## src/rtl/proto_pkg.sv

```systemverilog
// Shared types and constants for the protocolo_tx serial frame transmitter.
package proto_pkg;

   typedef enum logic [1:0] {
      ST_IDLE  = 2'd0,
      ST_START = 2'd1,
      ST_DATA  = 2'd2,
      ST_GUARD = 2'd3
   } state_t;

   localparam int                   DATA_BITS = 4;
   localparam int                   CNT_W     = 8;
   localparam logic [DATA_BITS-1:0] CODE_ON   = 4'b1001;
   localparam logic [DATA_BITS-1:0] CODE_OFF  = 4'b1010;

   // Line level for a given FSM position: high when idle/guard, low for start.
   function automatic logic frame_bit(input state_t st, input logic [1:0] idx,
                                      input logic [DATA_BITS-1:0] code);
      logic lvl;
      case (st)
         ST_IDLE:  lvl = 1'b1;
         ST_START: lvl = 1'b0;
         ST_DATA:  lvl = code[idx];
         ST_GUARD: lvl = 1'b1;
         default:  lvl = 1'b1;
      endcase
      return lvl;
   endfunction

endpackage

```

## src/rtl/proto_bit_timer.sv

```systemverilog
// Bit-period counter: counts 0..BIT_CYCLES-1 while enabled, strobes bit_end on
// the last cycle and also reports whether the following cycle will be a last one.
module proto_bit_timer import proto_pkg::*; #(
   parameter int BIT_CYCLES = 1
) (
   input  logic clk,
   input  logic rst,
   input  logic en,
   output logic bit_end,
   output logic bit_end_nx
);

   localparam logic [CNT_W-1:0] LAST = CNT_W'(BIT_CYCLES - 1);

   logic [CNT_W-1:0] cnt_r;
   logic [CNT_W-1:0] cnt_nx_s;

   // Next count: held at zero while idle, wraps on every bit boundary.
   always_comb begin
      cnt_nx_s = 8'd0;
      if (!en || (cnt_r == LAST)) begin
         cnt_nx_s = 8'd0;
      end else begin
         cnt_nx_s = cnt_r + 8'd1;
      end
   end

   assign bit_end    = en && (cnt_r == LAST);
   assign bit_end_nx = (cnt_nx_s == LAST);

   // Counter register.
   always_ff @(posedge clk) begin
      if (rst) begin
         cnt_r <= 8'd0;
      end else begin
         cnt_r <= cnt_nx_s;
      end
   end

endmodule

```

## src/rtl/protocolo_tx.sv

```systemverilog
// Serial frame transmitter: start 0, four code bits LSB first, guard 1.
// Optional one-deep request queue while busy enabled by macro PROTO_TX_PEND_EN.
module protocolo_tx import proto_pkg::*; #(
   parameter int BIT_CYCLES = 1
) (
   input  logic clk,
   input  logic rst,
   input  logic key_on,
   input  logic key_off,
   output logic data,
   output logic busy,
   output logic done
);

   state_t                 state_r, state_nx_s;
   logic [1:0]             idx_r, idx_nx_s;
   logic [DATA_BITS-1:0]   code_r, code_nx_s;
   logic                   req_valid_s;
   logic [DATA_BITS-1:0]   req_code_s;
   logic                   timer_en_s, bit_end_s, bit_end_nx_s;
   logic                   data_nx_s, busy_nx_s, done_nx_s;
   logic                   data_r, busy_r, done_r;

   assign req_valid_s = key_on ^ key_off;
   assign req_code_s  = key_on ? CODE_ON : CODE_OFF;
   assign timer_en_s  = (state_r != ST_IDLE);

   proto_bit_timer #(.BIT_CYCLES(BIT_CYCLES)) u_timer (
      .clk        (clk),
      .rst        (rst),
      .en         (timer_en_s),
      .bit_end    (bit_end_s),
      .bit_end_nx (bit_end_nx_s)
   );

`ifdef PROTO_TX_PEND_EN
   logic                 pend_valid_r, pend_valid_nx_s;
   logic [DATA_BITS-1:0] pend_code_r, pend_code_nx_s;

   // Pending slot: first valid request while busy, released at the end of guard.
   always_comb begin
      pend_valid_nx_s = pend_valid_r;
      pend_code_nx_s  = pend_code_r;
      if ((state_r == ST_GUARD) && bit_end_s) begin
         pend_valid_nx_s = 1'b0;
      end else if (timer_en_s && req_valid_s && !pend_valid_r) begin
         pend_valid_nx_s = 1'b1;
         pend_code_nx_s  = req_code_s;
      end else begin
         pend_valid_nx_s = pend_valid_r;
      end
   end

   // Pending slot register.
   always_ff @(posedge clk) begin
      if (rst) begin
         pend_valid_r <= 1'b0;
         pend_code_r  <= 4'd0;
      end else begin
         pend_valid_r <= pend_valid_nx_s;
         pend_code_r  <= pend_code_nx_s;
      end
   end
`endif

   // Next-state logic: each non-idle state advances on a bit boundary.
   always_comb begin
      state_nx_s = state_r;
      idx_nx_s   = idx_r;
      code_nx_s  = code_r;
      case (state_r)
         ST_IDLE: begin
            if (req_valid_s) begin
               state_nx_s = ST_START;
               code_nx_s  = req_code_s;
               idx_nx_s   = 2'd0;
            end else begin
               state_nx_s = ST_IDLE;
            end
         end
         ST_START: begin
            if (bit_end_s) begin
               state_nx_s = ST_DATA;
               idx_nx_s   = 2'd0;
            end else begin
               state_nx_s = ST_START;
            end
         end
         ST_DATA: begin
            if (bit_end_s && (idx_r == 2'd3)) begin
               state_nx_s = ST_GUARD;
            end else if (bit_end_s) begin
               idx_nx_s = idx_r + 2'd1;
            end else begin
               state_nx_s = ST_DATA;
            end
         end
         ST_GUARD: begin
            if (bit_end_s) begin
`ifdef PROTO_TX_PEND_EN
               // A request in this very cycle is taken directly when nothing is queued.
               if (pend_valid_r) begin
                  state_nx_s = ST_START;
                  code_nx_s  = pend_code_r;
                  idx_nx_s   = 2'd0;
               end else if (req_valid_s) begin
                  state_nx_s = ST_START;
                  code_nx_s  = req_code_s;
                  idx_nx_s   = 2'd0;
               end else begin
                  state_nx_s = ST_IDLE;
               end
`else
               state_nx_s = ST_IDLE;
`endif
            end else begin
               state_nx_s = ST_GUARD;
            end
         end
         default: begin
            state_nx_s = ST_IDLE;
         end
      endcase
   end

   // Output decode from the next state so the outputs come straight from flops.
   always_comb begin
      data_nx_s = frame_bit(state_nx_s, idx_nx_s, code_nx_s);
      busy_nx_s = (state_nx_s != ST_IDLE);
      done_nx_s = (state_nx_s == ST_GUARD) && bit_end_nx_s;
   end

   // State and output registers.
   always_ff @(posedge clk) begin
      if (rst) begin
         state_r <= ST_IDLE;
         idx_r   <= 2'd0;
         code_r  <= 4'd0;
         data_r  <= 1'b1;
         busy_r  <= 1'b0;
         done_r  <= 1'b0;
      end else begin
         state_r <= state_nx_s;
         idx_r   <= idx_nx_s;
         code_r  <= code_nx_s;
         data_r  <= data_nx_s;
         busy_r  <= busy_nx_s;
         done_r  <= done_nx_s;
      end
   end

   assign data = data_r;
   assign busy = busy_r;
   assign done = done_r;

endmodule

```

## config.mk

```make
export PLATFORM = sky130hd
export DESIGN_NAME = protocolo_tx
export DESIGN_NICKNAME = d
export VERILOG_FILES = /design/src/rtl/proto_pkg.sv /design/src/rtl/proto_bit_timer.sv /design/src/rtl/protocolo_tx.sv
export SDC_FILE = /design/constraint.sdc
export NUM_CORES = 1
export LEC_CHECK = 0
export CORE_UTILIZATION = 30
export CTS_BUF_LIST = sky130_fd_sc_hd__clkbuf_8
export DETAILED_ROUTE_END_ITERATION = 10
export SKIP_CTS_REPAIR_TIMING = 1
export SLEW_MARGIN = 5
export SYNTH_ARGS = -nofsm -noshare
export SYNTH_HDL_FRONTEND = slang
export SYNTH_SLANG_ARGS = --single-unit
```

## constraint.sdc

```tcl
create_clock -name clk -period 3.3 [get_ports clk]
set_input_delay 0.33 -clock clk [delete_from_list [all_inputs] [get_ports clk]]
set_output_delay 0.33 -clock clk [all_outputs]
set_load 0.01 [all_outputs]
```

==> results of run 1 <==
-- synthesized netlist by cell type --
| cell type | count | share of area [%] |
|---|---|---|
| mux2_2 | 1 | 1.1 |
| nand3_1 | 3 | 1.5 |
| o311ai_1 | 1 | 0.85 |
| and3_1 | 3 | 1.8 |
| or4b_4 | 1 | 1.3 |
| a31oi_1 | 3 | 1.8 |
| o221ai_1 | 1 | 0.85 |
| a32oi_1 | 1 | 0.85 |
| o2111ai_1 | 1 | 0.85 |
| nand4_1 | 2 | 1.2 |
| nand2b_1 | 1 | 0.61 |
| or3_2 | 1 | 0.73 |
| nand2_1 | 11 | 4.0 |
| dfxtp_1 | 19 | 37 |
| and3b_1 | 1 | 0.85 |
| o22ai_1 | 1 | 0.61 |
| nor2_1 | 19 | 6.9 |
| o31ai_1 | 1 | 0.73 |
| o21ai_0 | 5 | 2.4 |
| and2_1 | 4 | 2.4 |
| nor3_1 | 3 | 1.5 |
| nor2b_1 | 1 | 0.61 |
| clkbuf_2 | 1 | 0.49 |
| nor4b_1 | 1 | 0.85 |
| o41ai_1 | 1 | 0.85 |
| a22o_1 | 1 | 0.85 |
| mux2i_1 | 1 | 0.97 |
| a21oi_1 | 2 | 0.97 |
| xnor2_1 | 5 | 4.3 |
| nor4_2 | 1 | 1.2 |
| nand4b_1 | 1 | 0.85 |
| clkbuf_1 | 1 | 0.36 |
| xor2_1 | 4 | 3.4 |
| ha_1 | 8 | 9.7 |
| or2_2 | 1 | 0.61 |
| buf_6 | 1 | 1.1 |
| inv_1 | 6 | 2.2 |
| o21bai_1 | 1 | 0.73 |
-- layout make-up --
type,instances,area share [%]
multi-input cells,92,51.82
flip-flops and latches,19,32.55
repair buffers,6,5.139
well taps,44,4.711
clock buffers,3,3.533
inverters,6,1.927
clock inverters,1,0.3212
-- critical path: stages, from the launching register on --
cell and delay (ns):
dfxtp_1 0.34, inv_1 0.08, ha_1 0.16, or4b_4 0.48
nor2_1 0.19, nand2_1 0.08, ha_1 0.27, nand2b_1 0.14
o221ai_1 0.32, mux2_2 0.38, nand4_1 0.09, o2111ai_1 0.09
-- power by group through the flow --
stage / clock network, mW / logic [mW] / registers, mW
after CTS: 0.163 / 0.131 / 0.261
after floorplan: 0 / 0.0868 / 0.265
final: 0.159 / 0.130 / 0.262
after global placement: 0 / 0.126 / 0.265
after global routing: 0.175 / 0.147 / 0.264
after detailed placement: 0 / 0.130 / 0.266
-- cell families after synthesis --
family,after synthesis
muxes,2
adders and majority gates,8
DFF,19
buffers and inverters,9
xor gates and xnor gates,9
and+or+nand+nor,54
AOI/OAI and AO/OA,19
-- worst max-delay path by stage --
| stage | startpoint | cells past startpoint | end |
|---|---|---|---|
| 6_report | u_timer.cnt_r[0] | 11 | data |
| 5_1_grt | u_timer.cnt_r[0] | 11 | data |
| 4_1_cts | u_timer.cnt_r[0] | 11 | data |
| 3_5_place_dp | u_timer.cnt_r[0] | 11 | data |
| 3_3_place_gp | u_timer.cnt_r[0] | 11 | data |
| 2_1_floorplan | u_timer.cnt_r[0] | 11 | data |
-- sequential cells by signal (all words and copies together), names as in the netlist --
register / count
u_timer.cnt_r: 8
busy: 1
data: 1
idx_r: 2
code_r: 4
state_r: 2
done: 1
-- per-layer routing --
metal	part of all wire, %	GRT usage [%]
met5	0	0
met2	48	21.51
met4	1.7	7.792
met1	47	16.64
met3	2.5	1.919
-- through the flow --
step	hold slack (ns)	utilization, %	instance area [um^2]
final	0.4661	37.06	1169
after global routing	0.4936	37.06	1169
after CTS	0.4733	37.06	1169
after detailed placement	0.4564	35.63	1124
after global placement	0.4457	35.63	1124
after floorplan	0.3967	-	1028
==> run metrics, run 1 <==
crit end category flip-flop; Yosys cell types 38; Final Critical Period 2.735 ns; startpoint class of the critical path flip-flop; Post-Route WL 2.020 mm; DP HPWL 1.565 mm; setup_tns 0 ns; CTS tree done; register area share after synthesis a little under two fifths; Pwr Density 471.7 nW/um^2; Post-Synth XOR/XNOR Area 7.664%; CP Max Fanout 4; LEAKAGE between 0.4 and 0.5 nW; reg2reg path depth 11; placed cell count roughly 170; Gate power share between 20% and 30%; Synth Warn # 0; internal power 390.6 uW; Hold Crit Start code_r[3]; maximum clock path buffer count 2; DR WL/cell 11.81 um; Final Slew Violations 0; setup violators final 0; share of cells above drive strength 1 under 10%; Synth Instances 120; WHS Path Cells 2; R2R Path End data; Clock Tree Root clkbuf_8; Fin. Hold Viols 0; Num CTS Buffers 3; vias post-DR 837; clk sinks 19; clk_skew 0.006134 ns; clock latency on the worst-skew pair 0.26 ns; synthesized net count 132; post-synthesis adder-cell area fraction a little under 10%; gp weighted congestion 0.8757; Hold EP code_r[3]; #FFs+latches synth 19; Worst Max-Slew Pin Slew around 0.47 ns; Worst R2R Setup Slack about 0.56 ns; DIE WIDTH 60.55 um; PortBufs 6; crit path kind flip-flop to flip-flop; WP data arrival ~2.9 ns; grt ovf 0; vias per inst slightly below 5; Net Sw Frac 29.13%; P_sw about 160 uW; Die Ht ~61 um; Reg area 380.4 um^2; HP Class flip-flop to flip-flop; status completed; Total Routing Usage GR 13.23%; mux cell area share after synthesis about 2.1%; Flop pwr share 47.5%; clock share of power 28.9%; # fillers around 340; most frequent cells in the layout nor2_1 (19), dfxtp_1 (19), nand2_1 (11), ha_1 (8), inv_1 (7); Die ar. 3666 um^2; Non-Filler Instances about 170; drt first pass iters 4; row count 20; Mean Syn Cell Area 8.571 um^2; initial antenna violation count 0; clock-pin slew on the worst setup and hold paths roughly 0.070 ns; reg-to-reg startpoint u_timer.cnt_r[0]; f_max 365.6 MHz; largest family of logic cells by synthesized area simple AND/OR/NAND/NOR gates; Worst Slack Setup Final between 0.5 and 0.6 ns; worst slack, placed 0.5776 ns; n_diodes 0; First DRT Iteration DRCs 17; first-pass GRT wire length 3.519 mm; pin count of the biggest net entering global routing 11; nets@finish 140; CTS H-Tree Depth 1; final period utilization between 80% and 90%; number of global-route vias before repair 816; Initial Util around a third; post-synthesis simple-gate area fraction between 20% and 30%; RSZ-0062 raised after global routing no; antenna-violating nets left 0; IO Count 7; Crit path required time 3.44 ns; Multi-input gate area 605.6 um^2; total power 551.2 uW; DRC Markers 0; synthesis-to-finish area growth 13.63%; relative slew slack 68.38%; Mapped Area 1028 um^2; Synth Area in Compound Gates around 12%; max-cap violations 0; CORE AREA 3153 um^2; Worst VDD drop 0.1717 mV
Note: power is estimated with default switching activity, not from simulation.
==> run 2: changes to the inputs <==
==> constraint.sdc (replaced) <==
create_clock -name clk -period 2.8 [get_ports clk]
set_input_delay 0.28 -clock clk [delete_from_list [all_inputs] [get_ports clk]]
set_output_delay 0.28 -clock clk [all_outputs]
set_load 0.01 [all_outputs]
==> run metrics, run 2 (synthesis results as in run 1) <==
max-cap violations 0 (unchanged); IO Count 7 (unchanged); clock-pin slew on the worst setup and hold paths 0.07 ns (about the same); HP Class flip-flop to flip-flop; clk_skew 0.001502 ns (-0.004632 ns); Worst Max-Slew Pin Slew 0.4846 ns (+0.01194 ns); final period utilization 95.16% (+12 points); CTS tree done; GRT met2 Usage 22.45% (+0.94 points); CORE AREA 3153 um^2 (unchanged); crit end category flip-flop; Net Sw Frac 29.55% (+0.42 points); global route hottest layer met2; internal power 463.4 uW (+19%); vias post-DR 850 (+1.6%); relative slew slack 67.58% (-0.80 points); first-pass GRT wire length 3.705 mm (+5.3%); pin count of the biggest net entering global routing 11 (unchanged); First DRT Iteration DRCs 31 (+14); drt first pass iters 5 (+1); max FFs per register 8 (unchanged); Largest Register u_timer.cnt_r; Final Slew Violations 0 (unchanged); nets@finish 142 (+1.4%); CP most frequent cell ha_1; initial antenna violation count 0 (unchanged); LEAKAGE 0.4816 nW (+2.4%); setup violators final 0 (unchanged); share of cells above drive strength 1 8.527% (+2.2 points); WP data arrival 2.79 ns (-0.08 ns); antenna-violating nets left 0 (unchanged); Post-Route WL 2.054 mm (+1.7%); Total Routing Usage GR 13.42% (+0.20 points); DP HPWL 1.548 mm (-1.1%); clock latency on the worst-skew pair 0.25 ns (about the same); Die ar. 3666 um^2 (unchanged); row count 20 (unchanged); total power 657.8 uW (+19%); biggest regs u_timer.cnt_r x8, code_r x4; gp weighted congestion 0.8794 (+0.42%); vias per inst 4.913 (+0.38%); # fillers 337 (+0.30%); startpoint class of the critical path flip-flop; peak per-stage delay on the critical path 0.48 ns (about the same); Initial Util 32.62% (unchanged); clk sinks 19 (unchanged); maximum clock path buffer count 2 (unchanged); met3 Track Usage GR 1.279% (-0.64 points); Num CTS Buffers 3 (unchanged); clock share of power 28.7% (-0.2 points); Final Critical Period 2.664 ns (-0.07076 ns); f_max 375.3 MHz (+2.7%); CTS H-Tree Depth 1 (unchanged); Clock Tree Root clkbuf_8; Worst VDD drop 0.2240 mV (+30%); CP Max Fanout 4 (unchanged); PortBufs 6 (unchanged); most frequent cells in the layout nor2_1 (19), dfxtp_1 (19), nand2_1 (11), ha_1 (8), inv_1 (7); Slowest-stage cell, CP or4b_4; crit path kind flip-flop to flip-flop; Flop pwr share 46.8% (-0.7 points); Die Ht 60.55 um (unchanged); M1 GR Usage 18.02% (+1.4 points); status completed; DIE WIDTH 60.55 um (unchanged); P_sw 194.4 uW (+21%); Fin. Hold Viols 0 (unchanged); DRC Markers 0 (unchanged); grt ovf 0 (unchanged); setup_tns 0 ns (unchanged); crit-path cells inv_1 -> ha_1 -> or4b_4 -> nor2_1 -> nand2_1 -> ha_1 -> nand2b_1 -> o221ai_2 -> mux2_2 -> nand4_1 -> o2111ai_1; Gate power share 24.5% (+0.9 points); Crit path required time 2.93 ns (-0.51 ns); DR WL/cell 11.87 um (+0.51%); synthesis-to-finish area growth 15.69%; number of global-route vias before repair 839 (+2.8%); n_diodes 0 (unchanged); Pwr Density 552.8 nW/um^2 (+17%)
## run 2: changes by cell type in the layout (fill, tap and decap cells not counted), sizes merged
| cell | change |
|---|---|
| buf | +2 |
## run 2: worst max-delay path: cells and delay by family (launching register included)
kind                       cells  cell delay [ns]
and+or+nand+nor                5             1.01
adders and majority gates      2             0.42
muxes                          1             0.36
DFF                            1             0.34
AOI/OAI and AO/OA              2             0.33
buffers and inverters          1             0.08
## run 2: power by group through the flow
stage	clock, mW	sequential, mW	combinational, mW
after global routing	0.208	0.311	0.178
final	0.189	0.308	0.161
after detailed placement	0	0.313	0.158
after global placement	0	0.313	0.151
after CTS	0.195	0.307	0.158
after floorplan	0	0.312	0.102
## run 2: cell type report
type                       instances  area, um^2  share of cell area (%)
clock buffer                       3       41.29                   3.470
clock inverter                     1       3.754                  0.3155
inverter                           6       22.52                   1.893
multi-input combinational         92       611.8                   51.42
sequential                        19       380.4                   31.97
tap                               44       55.05                   4.627
timing repair buffer               8       75.07                   6.309
## run 2: per-layer routing
metal | vias up | wire [um]
li1 | 435 | -
met1 | 402 | 969
met2 | 11 | 1014
met3 | 2 | 49
met4 | 0 | 20
met5 | - | 0
## run 2: final timing paths
check	from	to	slack, ns	cells after the start
hold / removal	u_timer.cnt_r[0]	u_timer.cnt_r[0]	0.47	1
setup / recovery	u_timer.cnt_r[0]	data	0.14	11
setup reg to reg	u_timer.cnt_r[0]	data	0.14	11
hold reg to reg	u_timer.cnt_r[0]	u_timer.cnt_r[0]	0.47	1
## run 2: per-stage QoR
stage          utilization [%]  std cells  setup slack (ns)  hold slack, ns  instance area [um^2]
2_1_floorplan                -        120            0.2727          0.3467                  1028
3_3_place_gp             36.11        169            0.1781          0.4458                  1139
3_5_place_dp             36.11        169           0.09042          0.4559                  1139
4_1_cts                  37.54        173           0.08765          0.4734                  1184
5_1_grt                  37.74        173          -0.01342          0.5135                  1190
6_report                 37.74        173            0.1356          0.4673                  1190
